**src/rtl/product_accumulator.sv**
```systemverilog
// Frame accumulator for unsigned 32-bit products: sums beats into an ACC_W-bit
// saturating accumulator and hands each closed frame to a one-deep result register.
module product_accumulator #(
    parameter int ACC_W     = 40,
    parameter int FRAME_MAX = 255
) (
    input  logic             clk,
    input  logic             rst_n,
    input  logic             in_valid,
    input  logic [31:0]      in_product,
    input  logic             in_last,
    input  logic             acc_clear,
    output logic             out_valid,
    input  logic             out_ready,
    output logic [ACC_W-1:0] out_sum,
    output logic [7:0]       out_count,
    output logic             out_sat,
    output logic             overrun,
    output logic             busy
);

    typedef enum logic {IDLE = 1'b0, ACCUM = 1'b1} state_t;

    localparam logic [7:0] FRAME_MAX_C = 8'(FRAME_MAX);

    state_t           state, state_nxt;
    logic [ACC_W-1:0] acc;
    logic [7:0]       cnt;
    logic             sat;

    logic             vld_p0;
    logic             close_p0;
    logic [ACC_W:0]   sum_wide_p0;
    logic [ACC_W-1:0] sum_p0;
    logic [7:0]       cnt_p0;
    logic             sat_p0;

    function automatic logic [ACC_W-1:0] sat_sum(input logic [ACC_W:0] s);
        return s[ACC_W] ? {ACC_W{1'b1}} : s[ACC_W-1:0];
    endfunction

    function automatic logic sat_ovf(input logic [ACC_W:0] s);
        return s[ACC_W];
    endfunction

    // Stage 0: beat arithmetic; IDLE contributes an empty partial frame
    always_comb begin
        vld_p0      = in_valid && !acc_clear;
        sum_wide_p0 = {1'b0, (state == ACCUM) ? acc : {ACC_W{1'b0}}}
                    + {{(ACC_W-31){1'b0}}, in_product};
        sum_p0      = sat_sum(sum_wide_p0);
        sat_p0      = ((state == ACCUM) && sat) || sat_ovf(sum_wide_p0);
        cnt_p0      = ((state == ACCUM) ? cnt : 8'd0) + 8'd1;
        close_p0    = vld_p0 && (in_last || (cnt_p0 == FRAME_MAX_C));
    end

    always_ff @(posedge clk or negedge rst_n) begin
        if (!rst_n) begin
            state <= IDLE;
        end else begin
            state <= state_nxt;
        end
    end

    always_comb begin
        state_nxt = state;
        if (acc_clear) begin
            state_nxt = IDLE;
        end else if (vld_p0) begin
            state_nxt = close_p0 ? IDLE : ACCUM;
        end
    end

    always_comb begin
        busy = (state == ACCUM);
    end

    // Stage 1: partial-frame state
    always_ff @(posedge clk or negedge rst_n) begin
        if (!rst_n) begin
            acc <= '0;
            cnt <= '0;
            sat <= 1'b0;
        end else if (acc_clear || close_p0) begin
            acc <= '0;
            cnt <= '0;
            sat <= 1'b0;
        end else if (vld_p0) begin
            acc <= sum_p0;
            cnt <= cnt_p0;
            sat <= sat_p0;
        end
    end

    // Result register: a fresh load always wins over a same-edge handshake
    always_ff @(posedge clk or negedge rst_n) begin
        if (!rst_n) begin
            out_valid <= 1'b0;
            out_sum   <= '0;
            out_count <= '0;
            out_sat   <= 1'b0;
            overrun   <= 1'b0;
        end else begin
            if (close_p0) begin
                out_valid <= 1'b1;
                out_sum   <= sum_p0;
                out_count <= cnt_p0;
                out_sat   <= sat_p0;
            end else if (out_ready) begin
                out_valid <= 1'b0;
            end

            if (acc_clear) begin
                overrun <= 1'b0;
            end else if (close_p0 && out_valid && !out_ready) begin
                overrun <= 1'b1;
            end
        end
    end

endmodule

```
**config.mk**
```make
export PLATFORM = sky130hd
export DESIGN_NAME = product_accumulator
export DESIGN_NICKNAME = d
export VERILOG_FILES = /design/src/rtl/product_accumulator.sv
export SDC_FILE = /design/constraint.sdc
export NUM_CORES = 1
export LEC_CHECK = 0
export BUFFER_PORTS_ARGS = -buffer_cell sky130_fd_sc_hd__buf_4
export CAP_MARGIN = 15
export CELL_PAD_IN_SITES_DETAIL_PLACEMENT = 0
export CELL_PAD_IN_SITES_GLOBAL_PLACEMENT = 1
export CORE_ASPECT_RATIO = 1.25
export CORE_MARGIN = 3
export CORE_UTILIZATION = 42
export DETAILED_ROUTE_END_ITERATION = 10
export GPL_TIMING_DRIVEN = 0
export MAX_ROUTING_LAYER = met4
export PLACE_DENSITY_LB_ADDON = 0.1
export SYNTH_ARGS = -nofsm -noshare
export SYNTH_HDL_FRONTEND = slang
export SYNTH_SLANG_ARGS = --single-unit
```
**constraint.sdc**
```tcl
create_clock -name clk -period 4.5 [get_ports clk]
set_input_delay 0 -clock clk [delete_from_list [all_inputs] [get_ports clk]]
set_output_delay 0 -clock clk [all_outputs]
set_load 0.005 [all_outputs]
```
==> results.md <==
* Fin cells at about 1000
* # Max-Cap Violations at 0
* Post-Place Cells at 959
* Post-synthesis cell count at 696
* Startpoint Class: flop
* Top cell type by total area after synthesis: dfrtp_1
* Post-CTS setup buffers at 0
* Path type of the worst min-delay path: primary input to flop
* Core Rows at 48
* Slowest CP cell: dfrtp_1
* Drt pass-1 iters at 5
* Final setup TNS at 0 ns
* # diodes at 0
* Residual DRC at 0
* R2R depth at 15
* Total GRT Usage at a little under a quarter
* Initial DRC Count at 293
* Initial antenna violation count at 0
* EDFF count, synth at 0
* Yosys warns at 0
* Gpl congestion at 0.895
* Hold Slack at 0.0420 ns
* CTS Root Cell: clkbuf_16
* Cells along the critical path: clkbuf_2 > clkbuf_2 > clkbuf_2 > and2_1 > ha_1 > clkbuf_2 > a21oi_1 > o211ai_1 > o211ai_1 > a32oi_1 > a221o_1 > a311oi_2 > xor2_2 > nand2_1 > a22o_1
* Die Y at 142 microns
* Clock sinks at 101
* Synth cell types at between 60 and 70
* Synthesized area at 6180 sq um
* Reg clk slew, reported paths at 0.07 ns
* Vias at around 5600
* WP data required at 4.75 ns
* CP most frequent cell: clkbuf_2
* Post-synthesis sequential area ratio at 40.9%
* Top-level I/O count at 90
* CP Data Arrival Time at 4.49 ns
* Longest Clk Path Bufs at 2
* Placed inst area at slightly above 7000 sq um
* Flops & latches, synth at about 100
* Vias in the first global route at between 5000 and 6000
* Dpl ws at -0.227 ns
* Final setup viols at 0
* Design Area, Final at roughly 7500 sq um
* Drt total wl at around 18 mm
* RSZ-0062 raised after global routing: false
* CP top delay family: compound AO/OA/AOI/OAI gates
* Core footprint at 14100 sq um
* Leak pwr at about 3.6 nW
* Global-route wire length before repair at 29.2 mm
* ANT nets after route at 0
* Area share of the largest cell type after synthesis at 40.9%
* Fillers at around 1400
* Hold Path Depth at 3
* Top-count cell post-synth: dfrtp_1
* Mapped Nets at 769
* Initial core utilization at 43.8%
* Die area at between 15000 and 20000 sq um
* Bufs and invs on worst path at 4
* Post-DP HPWL at 13.5 mm
* Relative slew slack at about 50%
* Setup ws final at roughly 0.26 ns
* Outcome: complete, no violations
* Synth Flop Type: dfrtp_1
* Final Max Slew Viols at 0
* # nets final at between 800 and 900
* Endpoints failing hold at 0
* Crit path capture type: flop
* CTS tree: yes
* Total gr overflow at 0
* Post-synth top cells: dfrtp_1 (101), nand2_1 (97), a21oi_1 (56)
* Horiz. Die Dim at 115 microns
* Avg WL per Cell at 18.7 microns
* Share of post-route cells with drive strength above 1 at roughly 17%
* Power Dens Cells at approximately 310 nW/um^2
* Cell depth of the worst setup path at 15
* Max incr delay on CP at 0.50 ns
* Worst VDD drop at between 200 and 300 uV
* Worst Skew at 0.00699 ns
* Synth area leaders: dfrtp_1 (41%), ha_1 (6.9%), nand2_1 (5.9%)
* Port Buf Inserts at 87
* Fmax at 236 MHz
* Fin crit period at 4.24 ns
* Vias/cell at 5.69
* Synthesized area per cell at between 8 and 9 sq um
* CP Max Fanout at 10
* Clk_lat worst skew at 0.36 ns
* Worst Max-Slew Pin Slew at 0.729 ns
* Area Growth Syn to Fin at 21.2%
* CP Class: flop to flop
* CTS H-tree depth at 3
* Largest net degree at the start of global routing at 66
* Tcrit/Tclk final at 94.2%
* CTS Buf Count at 9
* Synth async-reset ratio at 100%
[flip-flops by register name (all words and copies together) (netlist names)]
signal,count
busy,1
out_sum,40
acc,40
out_valid,1
sat,1
overrun,1
out_count,8
out_sat,1
cnt,8
[through the flow]
step,total power [mW],util (%)
after detailed placement,1.41,50.2
after floorplan,1.21,-
after global routing,2.45,53.1
after CTS,2.37,53.0
final,2.35,53.1
after global placement,1.40,50.0
[area by class of cell]
class	count	area [sq um]	area share (%)
multi-input combinational	543	3460	46.1
sequential	101	2530	33.7
timing repair buffer	91	711	9.48
clock buffer	9	225	3.00
tap	175	219	2.92
buffer	42	183	2.44
clock inverter	7	138	1.84
inverter	10	37.5	0.501
[tightest hold or removal path: cells and delay by family]
family	cells	cell delay [ns]
AND/OR/NAND/NOR	1	0.11
buffers and inverters	1	0.18
AO/OA/AOI/OAI	1	0.07
[path summary, 6_finish.rpt]
kind                            slack, ns      from         end
worst max-delay path                 0.26      busy     acc[27]
worst min-delay path                 0.04  in_valid      cnt[5]
worst max register to register       0.26      busy     acc[27]
worst min register to register       0.48    acc[1]      acc[1]
max in group asynchronous            3.64     rst_n      cnt[2]
min in group asynchronous            0.15     rst_n  out_sum[5]
[cell families after synthesis]
logic type	share of synthesized area, %
fa+ha+maj	7.20
mux	0.526
xor+xnor	5.24
compound gates	24.1
buf+inv	3.42
flops	40.9
simple gates	18.6
[timing repair]
| action | in CTS | in global routing |
|---|---|---|
| cloned | 0 | 0 |
| pin swaps | 0 | 0 |
| endpoints found under the setup margin | 48 | 38 |
| hold endpoints to repair | 39 | 0 |
| hold buffers | 3 | 0 |
| resized for setup | 3 | 9 |
[layer usage]
layer | wire length [microns] | part of all wire (%) | GRT usage, %
met5 | 0 | 0 | -
met4 | 410 | 2.2 | 8.63
met3 | 614 | 3.4 | 2.43
met2 | 9130 | 50 | 39.4
met1 | 8150 | 45 | 30.0
[where the power goes]
part           switching (mW)  total, mW  internal, mW
logic                   0.196      0.372         0.176
clock network           0.361      0.959         0.598
registers              0.0421       1.02         0.978
[cell usage in the layout (no fill, tap or decap), drive strengths merged, types with 24 or more instances in the layout]
| cell type | instances |
|---|---|
| a21oi | 57 |
| nand2 | 97 |
| dfrtp | 101 |
| clkbuf | 39 |
| buf | 100 |
| nor2 | 48 |
| o21ai | 52 |
| ha | 34 |
| a31oi | 24 |
| and2 | 42 |
Note: power is estimated with default switching activity, not from simulation.
